File: src/rtl/fios_pe_sequencer.sv
// FIOS Montgomery PE control sequencer: one DSP48E1, NWORDS x 17-bit words.
// Optional FIOS_SEQ_CYCLE_CNT_EN adds a 16-bit busy-cycle counter output.
module fios_pe_sequencer #(
  parameter int NWORDS    = 4,
  parameter int ISSUE_GAP = 3,
  localparam int IW = (NWORDS > 1) ? $clog2(NWORDS) : 1
) (
  input  logic          clock_i,
  input  logic          reset_n_i,
  input  logic          start_i,
  output logic          busy_o,
  output logic          done_o,
  output logic [IW-1:0] a_idx_o,
  output logic [IW-1:0] bp_idx_o,
  output logic          a_reg_en_o,
  output logic          m_reg_en_o,
  output logic [1:0]    mux_A_sel_o,
  output logic [1:0]    mux_B_sel_o,
  output logic [1:0]    mux_C_sel_o,
  output logic          CREG_en_o,
  output logic [6:0]    OPMODE_o,
  output logic          RES_delay_en_o
`ifdef FIOS_SEQ_CYCLE_CNT_EN
  ,
  output logic [15:0]   cycle_count_o
`endif
);

  typedef enum logic [3:0] {
    S_IDLE,
    S_LOAD,
    S_AB0,
    S_MQ,
    S_MCAP,
    S_MP0,
    S_ABJ,
    S_MPJ,
    S_DONE
  } state_t;

  localparam logic [1:0]    GAP_LAST = 2'(ISSUE_GAP - 1);
  localparam logic [IW-1:0] W_LAST   = IW'(NWORDS - 1);
  localparam logic [6:0]    OP_MC    = 7'h35;
  localparam logic [6:0]    OP_M     = 7'h05;

  state_t        state_q, state_d;
  logic [1:0]    gap_q, gap_d;
  logic [IW-1:0] i_q, i_d;
  logic [IW-1:0] j_q, j_d;
  logic          adv;

  logic          busy_d, done_d;
  logic [IW-1:0] a_idx_d, bp_idx_d;
  logic          a_en_d, m_en_d;
  logic [1:0]    a_sel_d, b_sel_d, c_sel_d;
  logic          creg_d, resd_d;
  logic [6:0]    op_d;

  always_ff @(posedge clock_i or negedge reset_n_i) begin
    if (!reset_n_i) begin
      state_q <= S_IDLE;
      gap_q   <= '0;
      i_q     <= '0;
      j_q     <= '0;
    end else begin
      state_q <= state_d;
      gap_q   <= gap_d;
      i_q     <= i_d;
      j_q     <= j_d;
    end
  end

  always_comb begin
    state_d = state_q;
    i_d     = i_q;
    j_d     = j_q;
    gap_d   = '0;
    adv     = (gap_q == GAP_LAST);
    unique case (state_q)
      S_IDLE: begin
        if (start_i) begin
          state_d = S_LOAD;
          i_d     = '0;
          j_d     = '0;
        end
      end
      S_LOAD: state_d = S_AB0;
      S_AB0:  if (adv) state_d = S_MQ;
      S_MQ:   if (adv) state_d = S_MCAP;
      S_MCAP: state_d = S_MP0;
      S_MP0: begin
        if (adv) begin
          state_d = S_ABJ;
          j_d     = IW'(1);
        end
      end
      S_ABJ:  if (adv) state_d = S_MPJ;
      S_MPJ: begin
        if (adv) begin
          if (j_q != W_LAST) begin
            state_d = S_ABJ;
            j_d     = j_q + IW'(1);
          end else if (i_q != W_LAST) begin
            state_d = S_LOAD;
            i_d     = i_q + IW'(1);
            j_d     = '0;
          end else begin
            state_d = S_DONE;
            i_d     = '0;
            j_d     = '0;
          end
        end
      end
      S_DONE: state_d = S_IDLE;
      default: state_d = S_IDLE;
    endcase
    // only op states can linger; they count out the DSP latency
    if (state_d == state_q && state_q != S_IDLE) begin
      gap_d = gap_q + 2'd1;
    end
  end

  // Vector for the state about to be entered, so every output is a flop.
  always_comb begin
    busy_d   = (state_d != S_IDLE);
    done_d   = (state_d == S_DONE);
    a_idx_d  = '0;
    bp_idx_d = '0;
    a_en_d   = 1'b0;
    m_en_d   = 1'b0;
    a_sel_d  = 2'd3;
    b_sel_d  = 2'd3;
    c_sel_d  = 2'd0;
    creg_d   = 1'b0;
    op_d     = '0;
    resd_d   = 1'b0;
    if (gap_d == 2'd0) begin
      unique case (1'b1)
        (state_d == S_LOAD): begin
          a_en_d  = 1'b1;
          a_idx_d = i_d;
        end
        (state_d == S_AB0): begin
          a_sel_d = 2'd0;
          b_sel_d = 2'd0;
          creg_d  = 1'b1;
          op_d    = OP_MC;
        end
        (state_d == S_MQ): begin
          a_sel_d = 2'd1;
          b_sel_d = 2'd1;
          op_d    = OP_M;
          resd_d  = 1'b1;
        end
        (state_d == S_MCAP): begin
          m_en_d = 1'b1;
        end
        (state_d == S_MP0): begin
          a_sel_d = 2'd2;
          b_sel_d = 2'd2;
          c_sel_d = 2'd1;
          creg_d  = 1'b1;
          op_d    = OP_MC;
        end
        (state_d == S_ABJ): begin
          a_sel_d  = 2'd0;
          b_sel_d  = 2'd0;
          creg_d   = 1'b1;
          op_d     = OP_MC;
          bp_idx_d = j_d;
        end
        (state_d == S_MPJ): begin
          a_sel_d  = 2'd2;
          b_sel_d  = 2'd2;
          c_sel_d  = 2'd1;
          creg_d   = 1'b1;
          op_d     = OP_MC;
          resd_d   = 1'b1;
          bp_idx_d = j_d;
        end
        default: ;
      endcase
    end
  end

  always_ff @(posedge clock_i or negedge reset_n_i) begin
    if (!reset_n_i) begin
      busy_o         <= 1'b0;
      done_o         <= 1'b0;
      a_idx_o        <= '0;
      bp_idx_o       <= '0;
      a_reg_en_o     <= 1'b0;
      m_reg_en_o     <= 1'b0;
      mux_A_sel_o    <= 2'd3;
      mux_B_sel_o    <= 2'd3;
      mux_C_sel_o    <= 2'd0;
      CREG_en_o      <= 1'b0;
      OPMODE_o       <= '0;
      RES_delay_en_o <= 1'b0;
    end else begin
      busy_o         <= busy_d;
      done_o         <= done_d;
      a_idx_o        <= a_idx_d;
      bp_idx_o       <= bp_idx_d;
      a_reg_en_o     <= a_en_d;
      m_reg_en_o     <= m_en_d;
      mux_A_sel_o    <= a_sel_d;
      mux_B_sel_o    <= b_sel_d;
      mux_C_sel_o    <= c_sel_d;
      CREG_en_o      <= creg_d;
      OPMODE_o       <= op_d;
      RES_delay_en_o <= resd_d;
    end
  end

`ifdef FIOS_SEQ_CYCLE_CNT_EN
  always_ff @(posedge clock_i or negedge reset_n_i) begin
    if (!reset_n_i) begin
      cycle_count_o <= '0;
    end else if (state_q == S_IDLE && start_i) begin
      cycle_count_o <= '0;
    end else if (state_q != S_IDLE) begin
      cycle_count_o <= cycle_count_o + 16'd1;
    end
  end
`endif

endmodule

File: config.mk
export PLATFORM = sky130hd
export DESIGN_NAME = fios_pe_sequencer
export DESIGN_NICKNAME = d
export VERILOG_FILES = /design/src/rtl/fios_pe_sequencer.sv
export SDC_FILE = /design/constraint.sdc
export NUM_CORES = 1
export LEC_CHECK = 0
export ABC_AREA = 0
export CORE_AREA = 8 8 62 64
export DETAILED_ROUTE_END_ITERATION = 8
export DIE_AREA = 0 0 70 72
export PLACE_DENSITY = 0.76
export SLEW_MARGIN = 20
export SYNTH_ARGS = -nofsm -noshare
export SYNTH_HDL_FRONTEND = slang
export SYNTH_SLANG_ARGS = --single-unit
File: constraint.sdc
create_clock -name clock_i -period 2.09 [get_ports clock_i]
set_input_delay 0.418 -clock clock_i [delete_from_list [all_inputs] [get_ports clock_i]]
set_output_delay 0.418 -clock clock_i [all_outputs]
set_load 0.02 [all_outputs]
Word level (Yosys, flattened, before mapping)
Index checks and enable logic that the tools add are counted.
{ "totals": {"ff_bits": 31, "input_bits": 3, "output_inout_bits": 23, "word_cells": 85} }
{ "op_classes": {"addsub": 3, "n_eq_ne": 19, "n_mux": 38, "n_reduce_logical": 10} }
{ "ops": {"columns": ["cell", "n"], "rows": [
  ["4-bit by 3-bit == test with 1-bit output (second input constant)", 8],
  ["4-bit 2-to-1 mux", 8],
  ["4-bit case mux with 8 select lines", 1],
  ["2-bit 2-to-1 mux", 15],
  ["4-bit by 2-bit == test with 1-bit output (second input constant)", 4],
  ["2-bit case mux with 3 select lines", 2],
  ["6-bit case mux with 2 select lines", 1],
  ["1-bit 2-to-1 mux", 9],
  ["4-bit by 1-bit == test with 1-bit output (second input constant)", 2],
  ["4-bit nonzero test", 2],
  ["2-bit OR reduction", 4],
  ["2-bit by 1-bit adder with 2-bit output (second input constant)", 3],
  ["6-bit 2-to-1 mux", 1],
  ["4-bit == test", 1],
  ["4-bit == test (second input constant)", 1],
  ["4-bit logical NOT", 1],
  ["2-bit != test (second input constant)", 2],
  ["2-bit case mux with 2 select lines", 1],
  ["4-bit OR reduction", 1],
  ["2-bit == test (second input constant)", 1],
  ["2-bit logical NOT", 1],
  ["1-bit logical AND", 1]
]} }

Depth between registers and ports, before layout
{ "depth": {"ltp_word": 10, "ltp_mapped": 9} }

Worst setup path after synthesis
No wires, ideal clock.
{ "synth_timing": {"kind": "register -> register", "from": "register gap_q[0]", "to": "register mux_C_sel_o[0]", "setup_time_ps": 120, "arrival_ps": 1633, "t_required_ps": 1970, "setup_slack_ps": 337, "path_stages_with_launch": 9, "path_cell_list": "dfrtp_1 inv_1 ha_1 buf_2 nand4_1 a21oi_1 a2111oi_2 nand2_2 and3b_1"} }
{ "synth_between": {"elab_chain_len": 8} }
{ "synth_lines": {"columns": ["element", "line", "source"], "rows": [
  ["start, declared", "47", "logic [1:0] gap_q, gap_d;"],
  ["start signal, assigned", "67", "gap_q <= gap_d;"],
  ["2-bit == test", "78", "adv = (gap_q == GAP_LAST);"],
  ["4-bit 2-to-1 mux (on tied branches)", null, null],
  ["4-bit case mux with 8 select lines", "79", "unique case (state_q)"],
  ["4-bit == test", "118", "if (state_d == state_q && state_q != S_IDLE) begin"],
  ["1-bit logical AND", "118", null],
  ["2-bit 2-to-1 mux", "118", null],
  ["2-bit logical NOT", "137", "if (gap_d == 2'd0) begin"],
  ["2-bit 2-to-1 mux *", "137", null],
  ["via c_sel_d[0]", "55", "logic [1:0] a_sel_d, b_sel_d, c_sel_d;"],
  ["end signal, assigned", "209", "mux_C_sel_o <= c_sel_d;"],
  ["end, declared", "19", "output logic [1:0] mux_C_sel_o,"]
]} }
Mark *: on every way through the listed nets, which the timed path passes. The rest lies on a longest branch.

Worst setup path in the final report
{ "layout_timing": {"from": "register state_q[0]", "to": "register mux_C_sel_o[0]"} }
{ "layout_between": {"elab_chain_len": 7} }
{ "layout_lines": {"columns": ["element", "line", "source"], "rows": [
  ["start, declared", "46", "state_t state_q, state_d;"],
  ["start signal, assigned", "66", "state_q <= state_d;"],
  ["4-bit by 3-bit == test with 1-bit output, or another cell as far along", "79", null],
  ["4-bit case mux with 8 select lines", "79", null],
  ["4-bit == test", "118", null],
  ["1-bit logical AND", "118", null],
  ["2-bit 2-to-1 mux", "118", null],
  ["2-bit logical NOT", "137", null],
  ["2-bit 2-to-1 mux *", "137", null],
  ["via c_sel_d[0]", "55", null]
]} }
Marks and branches as above.

==> summary.txt <==
Status
  • Status: complete, no violations

Placement
  • # port buffers: 21
  • Routability cong.: 0.905
  • Post-detail-place hpwl: 2170 um

Finish
  • Antenna diodes: 0
  • Area Growth Syn to Fin: 14.7%
  • Fill cells: 264
  • Finished Core Util: 56.2%
  • Layout cells sized above 1: 20.5%
  • Fin nets: 160

Synth
  • Number of synthesized flops with an enable pin: 0
  • Count leader, synth: dfrtp_1
  • Area share of the largest cell type after synthesis: 40.5%
  • Seq cells post-synth: 25
  • Mean post-synth cell area: 10.5 um2
  • Synth area leader: dfrtp_1
  • Post-synthesis cell count: 135
  • Unique masters post-synth: 47
  • Seq/Total Area, Yosys: 44.2%
  • Fraction of registers with async set/reset: 100%
  • Top cells by area, synth: dfrtp_1 (40%), buf_4 (5.8%), ha_1 (4.4%), dfstp_2 (3.7%), o21ai_0 (2.8%)
  • Most frequent cells after synthesis: dfrtp_1 (23), buf_4 (11), o21ai_0 (8)
  • Cell area after synthesis: 1420 um2
  • Yosys Warn Count: 0
  • Top FF cell, synth: dfrtp_1

Clocking
  • Num CTS Buffers: 3
  • Clock latency on the worst-skew pair: 0.32 ns
  • CTS root buf: clkbuf_4
  • Post-CTS Hold Fix Bufs: 0
  • H-tree Lvls: 1
  • Worst-case clock buffer depth: 2
  • Clock slew at reported path FFs: 0.14 ns
  • CTS Sinks: 25
  • CTS tree: yes

STA
  • Final period util: 92.1%
  • Max Clk Rate: 520 MHz
  • Fin. Hold Viols: 0
  • Final setup vio count: 0
  • RSZ-0062 raised after global routing: false
  • Relative slew margins: 63.9%
  • Hold Slack: 0.440 ns
  • Setup Skew: 0.00409 ns
  • Crit path time final: 1.92 ns
  • Final Max Slew Viols: 0
  • Final setup TNS: 0 ns
  • Worst Tran Pin Value: 0.541 ns

Critical path
  • Worst-path fanout max: 13
  • WP data required: 2.32 ns
  • R2r startpoint: state_q[0]$_DFF_PN0_
  • R2R Path End: mux_C_sel_o[0]$_DFF_PN0_
  • Buf+Inv Stages, Crit Path: 0
  • Worst-path cell chain: nand4b_4 -> or3_4 -> o211ai_2 -> nand2_2 -> and3b_1
  • CP max stage delay: 0.71 ns
  • Crit path kind: flip-flop to flip-flop
  • Crit. End Element: flip-flop
  • CP arrival: 2.15 ns
  • CP startpoint kind: flip-flop
  • R2r worst-path depth: 5
  • Delay-heaviest family, CP: simple AND/OR/NAND/NOR gates
  • Worst path slowest cell: dfrtp_1
  • FF-to-FF setup slack: 0.17 ns

Detailed routing
  • Via density: 5.75
  • Final WL: 2890 um
  • First-pass iteration count of the detailed router: 4
  • # DRC: 0
  • Via count: 1058
  • Antenna-violating nets left: 0
  • Number of DRC markers in iteration 0: 28
  • Routed length per instance: 15.7 um

GRT
  • Vias in the first global route: 1072
  • Total congestion overflow: 0
  • First-pass GRT wire length: 5080 um
  • Largest net degree at the start of global routing: 26
  • Initial antenna violation count: 0
  • GRT Total Usage: 11.9%

Power and ir drop
  • Clock share of power: 9.1%
  • Flop pwr share: 33.8%
  • Max VDD drop: 0.863 mV
  • Logic pwr share: 57.1%
  • Sw Share: 45.3%
  • P_int: 1330 uW
  • NetSw: 1100 uW
  • Leakage: 0.000741 uW
  • Power per cell area: 1490 nW/um2

Floorplan
  • Core area: 2900 um2
  • Initial core utilization: 49.0%
  • Die Span Y: 72 um
  • DIE WIDTH: 70 um
  • Die area: 5040 um2
  • Row count: 20
  • # IOs: 26

Worst hold path
  • Min-delay worst type: primary input to async pin

Job
  • Max-cap check violation count: 0
==> layout make-up <==
cell class | count | area [um2] | area share, %
repair buffers | 26 | 248 | 15.2
inverters | 5 | 18.8 | 1.15
flip-flops and latches | 25 | 628 | 38.5
well taps | 33 | 41.3 | 2.53
multi-input cells | 91 | 666 | 40.8
clock inverters | 1 | 7.51 | 0.460
clock buffers | 3 | 22.5 | 1.38
==> registers in the layout, indices dropped and copies added (netlist names), 2 cells and up <==
register	flops
j_q	2
a_idx_o	2
bp_idx_o	2
mux_B_sel_o	2
state_q	4
OPMODE_o	2
i_q	2
gap_q	2
==> cell usage in the layout (no fill, tap or decap), types with 2 or more instances in the layout <==
| cell type | n |
|---|---|
| nand2b_1 | 3 |
| ha_1 | 3 |
| nand2_1 | 5 |
| a21oi_1 | 6 |
| dfstp_2 | 2 |
| nor3b_1 | 3 |
| dfrtp_1 | 23 |
| nor3_2 | 3 |
| o21ai_1 | 3 |
| clkdlybuf4s50_1 | 21 |
| nor2_1 | 7 |
| nor2b_1 | 2 |
| and3_1 | 3 |
| and4_1 | 2 |
| a31oi_1 | 2 |
| buf_4 | 5 |
| conb_1 | 4 |
| o21a_1 | 2 |
| inv_1 | 3 |
| o21ai_0 | 8 |
| inv_2 | 2 |
| o211ai_2 | 2 |
| nand3_1 | 4 |
| ha_2 | 2 |
| nor3_1 | 5 |
| clkbuf_4 | 3 |
==> routing by layer <==
metal | track usage, % | up-vias | wire, um
met5 | 0 | - | 0
met4 | 3.57 | 0 | 36
met3 | 3.82 | 6 | 211
met2 | 20.1 | 46 | 1400
met1 | 14.2 | 508 | 1240
li1 | - | 498 | -
==> through the flow <==
step	cell area, um2	std cells	setup WS [ns]	power (uW)
floorplan	1430	138	0.337	1850
global placement	1590	180	0.201	2150
detailed placement	1590	180	0.137	2190
CTS	1620	184	0.0888	2420
global route	1630	184	0.0137	2610
finish	1630	184	0.165	2430
==> logic make-up (layout without fill, tap and decap cells) <==
group / count (synthesis) / after routing / share of synthesized area (%)
DFF: 25 / 25 / 44.2
other: 1 / 4 / 0.264
AOI/OAI and AO/OA: 28 / 28 / 13.7
xor gates and xnor gates: 1 / 1 / 0.616
adders and majority gates: 5 / 5 / 4.40
muxes: 2 / 2 / 1.41
buffers and inverters: 22 / 35 / 10.5
and+or+nand+nor: 51 / 51 / 25.0
==> power by group through the flow <==
stage	combinational [uW]	clock [uW]	sequential, uW
after global placement	1330	0	815
after floorplan	1030	0	822
final	1390	223	822
after CTS	1370	228	817
after global routing	1520	251	840
after detailed placement	1370	0	827
==> repair_timing <==
item	CTS	global route
buffers inserted	0	0
gates resized for setup	0	3
hold endpoints to repair	0	0
endpoints found under the setup margin	0	12
==> worst max path at each step <==
stage                                          end  cells past startpoint  slack (ns)            startpoint
after floorplan           mux_C_sel_o[0]$_DFF_PN0_                      8        0.34    gap_q[0]$_DFF_PN0_
after global placement        a_idx_o[1]$_DFF_PN0_                      7        0.20    gap_q[0]$_DFF_PN0_
after detailed placement  RES_delay_en_o$_DFF_PN0_                      7        0.14    gap_q[0]$_DFF_PN0_
after CTS                 RES_delay_en_o$_DFF_PN0_                      7        0.09    gap_q[0]$_DFF_PN0_
after global routing          a_idx_o[1]$_DFF_PN0_                      6        0.01  state_q[1]$_DFF_PN0_
final                     mux_C_sel_o[0]$_DFF_PN0_                      5        0.17  state_q[0]$_DFF_PN0_
Power figures use the tool's default switching activity.
